$ cat config.mk
export PLATFORM = sky130hd
export DESIGN_NAME = id_stage
export DESIGN_NICKNAME = d
export VERILOG_FILES = /design/src/rtl/id_stage_pkg.sv /design/src/rtl/id_decode.sv /design/src/rtl/id_stage.sv
export SDC_FILE = /design/constraint.sdc
export NUM_CORES = 1
export LEC_CHECK = 0
export BUFFER_PORTS_ARGS = -buffer_cell sky130_fd_sc_hd__buf_2
export CAP_MARGIN = 20
export CORE_MARGIN = 1
export CORE_UTILIZATION = 25
export CTS_CLUSTER_DIAMETER = 60
export DETAILED_ROUTE_END_ITERATION = 8
export SYNTH_ARGS = -nofsm -noshare
export SYNTH_HDL_FRONTEND = slang
export SYNTH_HIERARCHICAL = 1
export SYNTH_SLANG_ARGS = --single-unit
$ cat constraint.sdc
create_clock -name clk -period 8.8 [get_ports clk]
set_input_delay 2.64 -clock clk [delete_from_list [all_inputs] [get_ports clk]]
set_output_delay 2.64 -clock clk [all_outputs]
set_load 0.005 [all_outputs]
$ cat src/rtl/id_stage_pkg.sv
// Shared opcode and funct3 constants for the RV32I decode stage.
// Also holds the small legality helpers used by id_decode.
package id_stage_pkg;

  typedef logic [6:0] opcode_t;

  localparam opcode_t INST_OP_IMM  = 7'b0010011;
  localparam opcode_t INST_OP      = 7'b0110011;
  localparam opcode_t INST_LOAD    = 7'b0000011;
  localparam opcode_t INST_STORE   = 7'b0100011;
  localparam opcode_t INST_BRANCH  = 7'b1100011;
  localparam opcode_t INST_JAL     = 7'b1101111;
  localparam opcode_t INST_JALR    = 7'b1100111;
  localparam opcode_t INST_LUI     = 7'b0110111;
  localparam opcode_t INST_AUIPC   = 7'b0010111;
  localparam opcode_t INST_ILLEGAL = 7'b1111111;

  localparam logic [2:0] F3_LB   = 3'b000;
  localparam logic [2:0] F3_LH   = 3'b001;
  localparam logic [2:0] F3_LW   = 3'b010;
  localparam logic [2:0] F3_LBU  = 3'b100;
  localparam logic [2:0] F3_LHU  = 3'b101;
  localparam logic [2:0] F3_SB   = 3'b000;
  localparam logic [2:0] F3_SH   = 3'b001;
  localparam logic [2:0] F3_SW   = 3'b010;
  localparam logic [2:0] F3_JALR = 3'b000;
  localparam logic [2:0] F3_SLL  = 3'b001;
  localparam logic [2:0] F3_SR   = 3'b101;

  function automatic logic load_f3_ok(input logic [2:0] f3);
    return (f3 == F3_LB) || (f3 == F3_LH) || (f3 == F3_LW) ||
           (f3 == F3_LBU) || (f3 == F3_LHU);
  endfunction

  function automatic logic store_f3_ok(input logic [2:0] f3);
    return (f3 == F3_SB) || (f3 == F3_SH) || (f3 == F3_SW);
  endfunction

  // funct3 010 and 011 are the only holes in the branch group
  function automatic logic branch_f3_ok(input logic [2:0] f3);
    return (f3 != 3'b010) && (f3 != 3'b011);
  endfunction

endpackage

$ cat src/rtl/id_decode.sv
// Purely combinational RV32I decoder: control fields, immediates and rs-used flags.
// Operands that come from rs1/rs2 are flagged; all other operand values are produced here.
module id_decode
  import id_stage_pkg::*;
#(
  parameter int XLEN   = 32,
  parameter int REG_AW = 5
) (
  input  logic [31:0]       inst,
  input  logic [XLEN-1:0]   pc,
  output logic [REG_AW-1:0] rs1_addr,
  output logic [REG_AW-1:0] rs2_addr,
  output logic [REG_AW-1:0] rd_addr,
  output logic              rs1_used,
  output logic              rs2_used,
  output logic              reg_wen,
  output logic              mem_ren,
  output logic              mem_wen,
  output logic              illegal,
  output logic              op1_rs1,
  output logic              op2_rs2,
  output logic              base_rs1,
  output logic [XLEN-1:0]   op1_fix,
  output logic [XLEN-1:0]   op2_fix,
  output logic [XLEN-1:0]   base_fix,
  output logic [XLEN-1:0]   offset
);

  opcode_t         opcode;
  logic [2:0]      f3;
  logic [XLEN-1:0] imm_i, imm_s, imm_b, imm_j, imm_u;
  logic            wen_req;

  assign opcode = inst[6:0];
  assign f3     = inst[14:12];
  assign imm_i  = XLEN'($signed(inst[31:20]));
  assign imm_s  = XLEN'($signed({inst[31:25], inst[11:7]}));
  assign imm_b  = XLEN'($signed({inst[31], inst[7], inst[30:25], inst[11:8], 1'b0}));
  assign imm_j  = XLEN'($signed({inst[31], inst[19:12], inst[20], inst[30:21], 1'b0}));
  assign imm_u  = XLEN'($signed({inst[31:12], 12'b0}));

  // Every field stays zero unless the opcode row uses it, including on illegal encodings
  always_comb begin
    rs1_used = 1'b0;
    rs2_used = 1'b0;
    wen_req  = 1'b0;
    mem_ren  = 1'b0;
    mem_wen  = 1'b0;
    illegal  = 1'b0;
    op1_rs1  = 1'b0;
    op2_rs2  = 1'b0;
    base_rs1 = 1'b0;
    op1_fix  = '0;
    op2_fix  = '0;
    base_fix = '0;
    offset   = '0;
    case (opcode)
      INST_OP_IMM: begin
        rs1_used = 1'b1;
        op1_rs1  = 1'b1;
        op2_fix  = ((f3 == F3_SLL) || (f3 == F3_SR)) ? XLEN'(inst[24:20]) : imm_i;
        wen_req  = 1'b1;
      end
      INST_OP: begin
        rs1_used = 1'b1;
        rs2_used = 1'b1;
        op1_rs1  = 1'b1;
        op2_rs2  = 1'b1;
        wen_req  = 1'b1;
      end
      INST_LOAD: begin
        if (load_f3_ok(f3)) begin
          rs1_used = 1'b1;
          base_rs1 = 1'b1;
          offset   = imm_i;
          mem_ren  = 1'b1;
          wen_req  = 1'b1;
        end else begin
          illegal = 1'b1;
        end
      end
      INST_STORE: begin
        if (store_f3_ok(f3)) begin
          rs1_used = 1'b1;
          rs2_used = 1'b1;
          base_rs1 = 1'b1;
          offset   = imm_s;
          op2_rs2  = 1'b1;
          mem_wen  = 1'b1;
        end else begin
          illegal = 1'b1;
        end
      end
      INST_BRANCH: begin
        if (branch_f3_ok(f3)) begin
          rs1_used = 1'b1;
          rs2_used = 1'b1;
          op1_rs1  = 1'b1;
          op2_rs2  = 1'b1;
          base_fix = pc;
          offset   = imm_b;
        end else begin
          illegal = 1'b1;
        end
      end
      INST_JAL: begin
        base_fix = pc;
        offset   = imm_j;
        op1_fix  = pc;
        op2_fix  = XLEN'(4);
        wen_req  = 1'b1;
      end
      INST_JALR: begin
        if (f3 == F3_JALR) begin
          rs1_used = 1'b1;
          base_rs1 = 1'b1;
          offset   = imm_i;
          op1_fix  = pc;
          op2_fix  = XLEN'(4);
          wen_req  = 1'b1;
        end else begin
          illegal = 1'b1;
        end
      end
      INST_LUI: begin
        op1_fix = imm_u;
        wen_req = 1'b1;
      end
      INST_AUIPC: begin
        op1_fix = pc;
        op2_fix = imm_u;
        wen_req = 1'b1;
      end
      default: illegal = 1'b1;
    endcase
  end

  assign rs1_addr = rs1_used ? REG_AW'(inst[19:15]) : '0;
  assign rs2_addr = rs2_used ? REG_AW'(inst[24:20]) : '0;
  assign rd_addr  = wen_req ? REG_AW'(inst[11:7]) : '0;
  assign reg_wen  = wen_req && (inst[11:7] != 5'd0);

endmodule

$ cat src/rtl/id_stage.sv
// RV32I decode stage: EX->ID bypass, load-use / in-flight RAW interlock and the ID/EX register.
// Handshake is valid/ready on both sides; flush drops both the held and the incoming instruction.
module id_stage
  import id_stage_pkg::*;
#(
  parameter int XLEN       = 32,
  parameter int REG_AW     = 5,
  parameter bit FORWARD_EN = 1'b1
) (
  input  logic              clk,
  input  logic              rst,
  input  logic              in_valid,
  output logic              in_ready,
  input  logic [31:0]       inst_i,
  input  logic [XLEN-1:0]   inst_addr_i,
  input  logic              flush_i,
  output logic [REG_AW-1:0] rs1_addr_o,
  output logic [REG_AW-1:0] rs2_addr_o,
  input  logic [XLEN-1:0]   rs1_data_i,
  input  logic [XLEN-1:0]   rs2_data_i,
  input  logic              fwd_wen_i,
  input  logic [REG_AW-1:0] fwd_rd_i,
  input  logic [XLEN-1:0]   fwd_data_i,
  input  logic              fwd_load_i,
  output logic              out_valid,
  input  logic              out_ready,
  output logic [31:0]       inst_o,
  output logic [XLEN-1:0]   inst_addr_o,
  output logic [XLEN-1:0]   base_addr_o,
  output logic [XLEN-1:0]   offset_addr_o,
  output logic [XLEN-1:0]   op1_o,
  output logic [XLEN-1:0]   op2_o,
  output logic [REG_AW-1:0] rd_addr_o,
  output logic              reg_wen_o,
  output logic              mem_ren_o,
  output logic              mem_wen_o,
  output logic              illegal_o
);

  logic [REG_AW-1:0] dec_rd;
  logic              rs1_used, rs2_used;
  logic              dec_wen, dec_ren, dec_mwen, dec_ill;
  logic              op1_rs1, op2_rs2, base_rs1;
  logic [XLEN-1:0]   op1_fix, op2_fix, base_fix, dec_offset;

  id_decode #(.XLEN(XLEN), .REG_AW(REG_AW)) u_decode (
    .inst     (inst_i),
    .pc       (inst_addr_i),
    .rs1_addr (rs1_addr_o),
    .rs2_addr (rs2_addr_o),
    .rd_addr  (dec_rd),
    .rs1_used (rs1_used),
    .rs2_used (rs2_used),
    .reg_wen  (dec_wen),
    .mem_ren  (dec_ren),
    .mem_wen  (dec_mwen),
    .illegal  (dec_ill),
    .op1_rs1  (op1_rs1),
    .op2_rs2  (op2_rs2),
    .base_rs1 (base_rs1),
    .op1_fix  (op1_fix),
    .op2_fix  (op2_fix),
    .base_fix (base_fix),
    .offset   (dec_offset)
  );

  logic            rs1_live, rs2_live;
  logic            ex_hit1, ex_hit2;
  logic            haz1, haz2, hazard, advance, accept;
  logic [XLEN-1:0] rs1_val, rs2_val;

  assign rs1_live = rs1_used && (rs1_addr_o != '0);
  assign rs2_live = rs2_used && (rs2_addr_o != '0);
  assign ex_hit1  = rs1_live && fwd_wen_i && (fwd_rd_i == rs1_addr_o);
  assign ex_hit2  = rs2_live && fwd_wen_i && (fwd_rd_i == rs2_addr_o);

  // The instruction sitting in ID/EX has no result yet, so a match against it must wait a cycle
  assign haz1 = (rs1_live && out_valid && reg_wen_o && (rd_addr_o == rs1_addr_o)) ||
                (ex_hit1 && (fwd_load_i || !FORWARD_EN));
  assign haz2 = (rs2_live && out_valid && reg_wen_o && (rd_addr_o == rs2_addr_o)) ||
                (ex_hit2 && (fwd_load_i || !FORWARD_EN));
  assign hazard = haz1 || haz2;

  assign rs1_val = (ex_hit1 && !fwd_load_i && FORWARD_EN) ? fwd_data_i : rs1_data_i;
  assign rs2_val = (ex_hit2 && !fwd_load_i && FORWARD_EN) ? fwd_data_i : rs2_data_i;

  assign advance  = !out_valid || out_ready;
  assign in_ready = flush_i || (advance && !hazard);
  assign accept   = in_valid && advance && !hazard && !flush_i;

  // Payload only changes on accept, so it is frozen while ex back-pressures
  always_ff @(posedge clk or posedge rst) begin
    if (rst) begin
      out_valid     <= 1'b0;
      inst_o        <= '0;
      inst_addr_o   <= '0;
      base_addr_o   <= '0;
      offset_addr_o <= '0;
      op1_o         <= '0;
      op2_o         <= '0;
      rd_addr_o     <= '0;
      reg_wen_o     <= 1'b0;
      mem_ren_o     <= 1'b0;
      mem_wen_o     <= 1'b0;
      illegal_o     <= 1'b0;
    end else begin
      if (flush_i || advance) begin
        out_valid <= accept;
      end
      if (accept) begin
        inst_o        <= inst_i;
        inst_addr_o   <= inst_addr_i;
        base_addr_o   <= base_rs1 ? rs1_val : base_fix;
        offset_addr_o <= dec_offset;
        op1_o         <= op1_rs1 ? rs1_val : op1_fix;
        op2_o         <= op2_rs2 ? rs2_val : op2_fix;
        rd_addr_o     <= dec_rd;
        reg_wen_o     <= dec_wen;
        mem_ren_o     <= dec_ren;
        mem_wen_o     <= dec_mwen;
        illegal_o     <= dec_ill;
      end
    end
  end

endmodule

# Word level (Yosys, flattened, before mapping)
# Index checks and enable logic that the tools add are counted.
dict set report op_classes {
  eq_ne 19
  mux 36
  n_reduce_logical 44
}
# op n
set op_table {}
lappend op_table {{2-to-1 mux 32 bit} 12}
lappend op_table {{one-hot mux 32 bit (5 select lines)} 1}
lappend op_table {{one-hot mux 32 bit (4 select lines)} 1}
lappend op_table {{one-hot mux 32 bit (3 select lines)} 1}
lappend op_table {{one-hot mux 32 bit (2 select lines)} 1}
lappend op_table {{logical AND 1 bit} 22}
lappend op_table {{== test 7 x 6 -> 1 bit, second input constant} 3}
lappend op_table {{== test 7 bit, second input constant} 3}
lappend op_table {{== test 5 bit} 4}
lappend op_table {{2-to-1 mux 5 bit} 3}
lappend op_table {{nonzero test 5 bit} 3}
lappend op_table {{== test 7 x 5 -> 1 bit, second input constant} 2}
lappend op_table {{logical OR 1 bit} 11}
lappend op_table {{2-to-1 mux 1 bit} 10}
lappend op_table {{one-hot mux 1 bit (5 select lines)} 2}
lappend op_table {{one-hot mux 1 bit (3 select lines)} 3}
lappend op_table {{== test 7 x 2 -> 1 bit, second input constant} 1}
lappend op_table {{== test 3 bit, second input constant} 2}
lappend op_table {{!= test 3 x 2 -> 1 bit, second input constant} 2}
lappend op_table {{OR reduction 5 bit} 1}
lappend op_table {{logical NOT 1 bit} 4}
lappend op_table {{OR reduction 2 bit} 2}
lappend op_table {{== test 3 x 1 -> 1 bit, second input constant} 1}
lappend op_table {{== test 3 x 2 -> 1 bit, second input constant} 1}
lappend op_table {{other kinds (3)} 3}
dict set report word_totals {
  reg_bits 202
  inputBits 172
  output_inout_bits 213
  wordCells 111
}

# Longest topological paths before layout
dict set report logic_depth {
  ltp_word 18
  mapped_depth 13
  ltp_nobuf 10
}

# By module
# Netlist, hierarchy kept.
# module instances cells_per_inst area_each_um2 seq_area_each_um2
set modules_own_cells {}
lappend modules_own_cells {id_stage 1 792 10401.2 5054.8}
lappend modules_own_cells {id_decode 1 252 1755.4 0.0}

# Least setup slack after synthesis
# OpenSTA, ideal clock, no wires.
dict set report synth_path {
  kind {input to output}
  startpoint {in inst_i[4]}
  endpoint {out in_ready}
  t_arrival_ps 4889
  required_time_ps 6160
  setup_slack_ps 1271
  cell_stages 11
  path_buffers 1
  path_cell_list {buf_2 nand2b_1 nor4_1 o31ai_2 a21boi_1 or4_4 o211ai_2 o22ai_1 nand3_2 nand2_1 o21bai_1}
}
dict set report synth_between {
  elab_chain_cells 14
  word_cells_on_any_way 37
  classes_between {eq/ne: 10; mux: 4; reduce/logical: 23}
}
# element line
set synth_rtl {}
lappend synth_rtl {{start, declared} id_stage.sv:14} ;# input logic [31:0] inst_i,
lappend synth_rtl {{== test 7 x 5 -> 1 bit or == test 7 x 6 -> 1 bit (tied branches)} id_decode.sv:57} ;# case (opcode)
lappend synth_rtl {{OR reduction 2 bit (no source line)} -}
lappend synth_rtl {{one-hot mux 1 bit (5 select lines) (*)} id_decode.sv:57}
lappend synth_rtl {{2-to-1 mux 5 bit (*)} id_decode.sv:138} ;# assign rs1_addr = rs1_used ? REG_AW'(inst[19:15]) : '0;
lappend synth_rtl {{via rs1_addr_o[1]} id_stage.sv:17} ;# output logic [REG_AW-1:0] rs1_addr_o,
lappend synth_rtl {{nonzero test 5 bit} id_stage.sv:72} ;# assign rs1_live = rs1_used && (rs1_addr_o != '0);
lappend synth_rtl {{logical AND 1 bit} id_stage.sv:72}
lappend synth_rtl {{logical AND 1 bit (on tied branches) (2 in series)} {id_stage.sv:78, id_stage.sv:74}}
lappend synth_rtl {{logical AND 1 bit (on tied branches)} {id_stage.sv:78, id_stage.sv:79}}
lappend synth_rtl {{logical OR 1 bit (*)} id_stage.sv:78} ;# assign haz1 = (rs1_live && out_valid && reg_wen_o && (rd_addr_o == rs1_addr_o)) ||
lappend synth_rtl {{logical OR 1 bit (*)} id_stage.sv:82} ;# assign hazard = haz1 || haz2;
lappend synth_rtl {{logical NOT 1 bit (*)} id_stage.sv:88} ;# assign in_ready = flush_i || (advance && !hazard);
lappend synth_rtl {{logical AND 1 bit (*)} id_stage.sv:88}
lappend synth_rtl {{logical OR 1 bit (*)} id_stage.sv:88}
lappend synth_rtl {{end, declared} id_stage.sv:13} ;# output logic in_ready,
# Mark *: on every way through the listed nets, which the timed path passes. The rest lies on a longest branch.

# Worst setup path in the final report
dict set report layout_path {
  startpoint {in inst_i[2]}
  endpoint {out in_ready}
}
dict set report layout_between {
  word_cells_on_any_way 37
  classes_between {eq/ne: 10; mux: 4; reduce/logical: 23}
}
# element line
set layout_lines {}
lappend layout_lines {{== test 7 bit or == test 7 x 6 -> 1 bit (tied branches)} -}
lappend layout_lines {{one-hot mux 1 bit (3 select lines) (*)} -}
lappend layout_lines {{via op2_rs2} id_stage.sv:43} ;# logic op1_rs1, op2_rs2, base_rs1;
lappend layout_lines {{2-to-1 mux 5 bit} id_decode.sv:139} ;# assign rs2_addr = rs2_used ? REG_AW'(inst[24:20]) : '0;
lappend layout_lines {{nonzero test 5 bit} id_stage.sv:73} ;# assign rs2_live = rs2_used && (rs2_addr_o != '0);
lappend layout_lines {{logical AND 1 bit} id_stage.sv:73}
lappend layout_lines {{logical AND 1 bit (on tied branches) (2 in series)} {id_stage.sv:80, id_stage.sv:75}}
lappend layout_lines {{logical AND 1 bit (on tied branches)} {id_stage.sv:80, id_stage.sv:81}}
lappend layout_lines {{logical OR 1 bit (*)} id_stage.sv:80} ;# assign haz2 = (rs2_live && out_valid && reg_wen_o && (rd_addr_o == rs2_addr_o)) ||
lappend layout_lines {{logical OR 1 bit (*)} id_stage.sv:82}
lappend layout_lines {{logical NOT 1 bit (*)} id_stage.sv:88}
lappend layout_lines {{logical AND 1 bit (*)} id_stage.sv:88}
lappend layout_lines {{logical OR 1 bit (*)} id_stage.sv:88}
# Marked as above.

==> flow_summary.ini <==
[pwr]
p_switching_uw = 710
static-leakage-power_uw = 0.00814
clkPwrFrac = 0.465
power_frac_seq = 0.392
swShare = 0.269
power_density_mw_per_mm2 = 172
power_frac_comb = 0.143
ir_drop_mv = 0.147
internal-power_uw = 1930

[clock_network]
cts_root_buf = clkbuf_16
cts.sinks = 202
path_clk_slew_ps = 60
cts_buffers = 31
cts_post_setup_buffers_inserted = 0
tritoncts = built
post_cts_resized = 0
hold_buffers = 0
clk_latency_ps = 590
clk_path_buf_depth = 3
htree_num_levels = 1

[drt]
vias = 9780
wl_per_cell_um = 22.3
wl_met3_um = 2940
drc = 0
dr.pass1.iters = 7
drt_wl_total_um = 45400
drt_iter0_markers = 774
top_layer = met5
avgViaCountPerCell = 4.81
ant_nets = 0
wl_met2_um = 21400
met1Wirelength_um = 19700

[synthesis]
syn_inst = 1044
synth_top_area_frac = 0.416
yosysWarnings = 6
synth-seq-cells = 202
synth_edf_count = 0
yosysUniqueCellTypes = 69
syn_area_mm2 = 0.0122
synthTopCellsByArea = dfrtp_1 (42%), mux2_4 (23%), and2_1 (3.3%)
async_flop_share = 1.00
yosysSeqAreaShare = 0.416
synth_top_cell_by_area = dfrtp_1
yosys_most_used_dff = dfrtp_1
syn_nets = 1216
syn_area_per_cell_um2 = 11.6

[critical_path]
cp_data_required_time_ps = 6160
worstPathArrival_ps = 5670
cp_slowest_cell = a2111oi_4
crit_family = simple AND/OR/NAND/NOR gates
r2r_end = base_addr_o[27]
start_kind = input port
crit_chain = buf_2 > nand4bb_1 > a2111oi_4 > a21o_2 > and2_1 > xnor2_1 > nand4_1 > nor3_1 > nor2_2 > nand2_1 > o21bai_1 > buf_2
reg2reg_setup_slack_ps = 5630
crit_buf_inv = 2
critPathKind = input port to output port
r2r_start = rd_addr_o[2]
crit_fanout = 13
crit_path_max_incr_delay_ps = 690
r2r_cells = 7
cpMostUsedCell = buf_2
end_kind = output port

[global_routing]
grt_pass1_wl_um = 65900
grtUsageTotal = 0.178
antenna_found_initial = 7
grt_pass1_vias = 9966
grt_start_max_net_pins = 113
grt_overflow_total = 0

[layout]
regArea_mm2 = 0.00505
layout_commonest_cell = buf_2
layout-drive-gt1-share = 0.485
multi_input_area_mm2 = 0.00637
nFillCells = 4929
area.growth.synth_to_final_pct = 26.0
final_nets = 1563
final_cell_mix = buf_2 (384), dfrtp_1 (202), mux2_4 (190)

[outcome]
status = finished, final reports clean

[sta]
slew_headroom = 0.356
setup_tns_ps = 0
fin_crit_ps = 8310
min_period_over_period = 0.945
max_freq_mhz = 120
hold_viol_final = 0
setup_viol = 0
worst_pin_slew_ps = 967
rsz0062_at_grt = no
slew_violations = 0
skew_ps = 12.1
timing.hold.ws_ps = 503

[die]
fp-row-count = 80
core_mm2 = 0.0478
ios = 385
initial_utilization = 0.254
die_x_um = 223
die_y_um = 223
die_area_mm2 = 0.0495

[placed_design]
portBuffers = 384
dp_hpwl_um = 33100
place.gp.congestion = 0.871

[min_path]
hp-class = register to register
holdCritStartpoint = inst_o[30]
hold_depth = 1
worstHoldEndpoint = inst_o[30]

[job]
drv_cap = 0
worst register-to-register path, delay by kind of cell, from the launching register on:
family / cells / cell delay [ps]
buffers and inverters: 1 / 700
AND/OR/NAND/NOR: 4 / 1250
multiplexers: 1 / 390
flip-flops: 1 / 480
XOR/XNOR: 1 / 230
flip-flops by register name, indices dropped and copies added, names as in the netlist, 5 cells and up:
| name | count |
|---|---|
| base_addr_o | 32 |
| inst_addr_o | 32 |
| inst_o | 32 |
| offset_addr_o | 32 |
| op1_o | 32 |
| op2_o | 32 |
| rd_addr_o | 5 |
per-stage QoR:
step	worst slack [ps]	power, µW	area (µm²)	util	std cells
3_5_place_dp	626	1430	14300	0.299	1973
3_3_place_gp	771	1430	14300	0.299	1973
4_1_cts	582	2680	15300	0.320	2029
2_1_floorplan	649	1260	12200	-	1044
6_report	488	2640	15300	0.320	2033
5_1_grt	281	2750	15300	0.320	2031
worst max path at each step:
stage	startpoint	end	slack (ps)	cells after the start
final	inst_i[2]	in_ready	490	12
after global routing	inst_i[2]	in_ready	280	12
after CTS	inst_i[2]	in_ready	580	12
after detailed placement	inst_i[2]	in_ready	630	12
after global placement	inst_i[2]	in_ready	770	12
after floorplan	rst	base_addr_o[0]	650	1
layer usage:
layer,vias to the layer above,GRT usage
met5,-,0
met4,4,0.0565
met3,75,0.0374
met2,422,0.295
met1,4903,0.231
li1,4376,-
cells in the mapped netlist (all sizes together), types with 7 or more instances:
| library cell | number |
|---|---|
| dfrtp | 202 |
| a31oi | 34 |
| nand2 | 86 |
| a21boi | 9 |
| a21oi | 70 |
| clkbuf | 30 |
| mux2i | 32 |
| xnor2 | 18 |
| a22o | 24 |
| a21o | 23 |
| buf | 56 |
| nand4 | 7 |
| and2 | 66 |
| nor2 | 108 |
| mux2 | 201 |
| nor3 | 7 |
| inv | 7 |
logic make-up (layout without fill, tap and decap cells):
logic type,after synthesis,count (layout),synth area share
and+or+nand+nor,309,309,0.125
muxes,233,233,0.271
DFF,202,202,0.416
AOI/OAI and AO/OA,187,187,0.108
buffers and inverters,93,463,0.0649
xor gates and xnor gates,20,20,0.0144
other,0,4,0
power by group through the flow:
stage | clock, µW | sequential (µW) | combinational [µW]
after floorplan | 0 | 1050 | 215
after global placement | 0 | 1050 | 380
after detailed placement | 0 | 1050 | 382
after CTS | 1260 | 1030 | 383
after global routing | 1300 | 1040 | 407
final | 1230 | 1030 | 377
cell type report:
type,count,area share
inverter,7,0.00221
tap,615,0.0502
antenna,4,0.000654
multi-input combinational,749,0.416
clock inverter,15,0.0116
clock buffer,41,0.0551
timing repair buffer,400,0.134
sequential,202,0.330
Note: power is estimated with default switching activity, not from simulation.
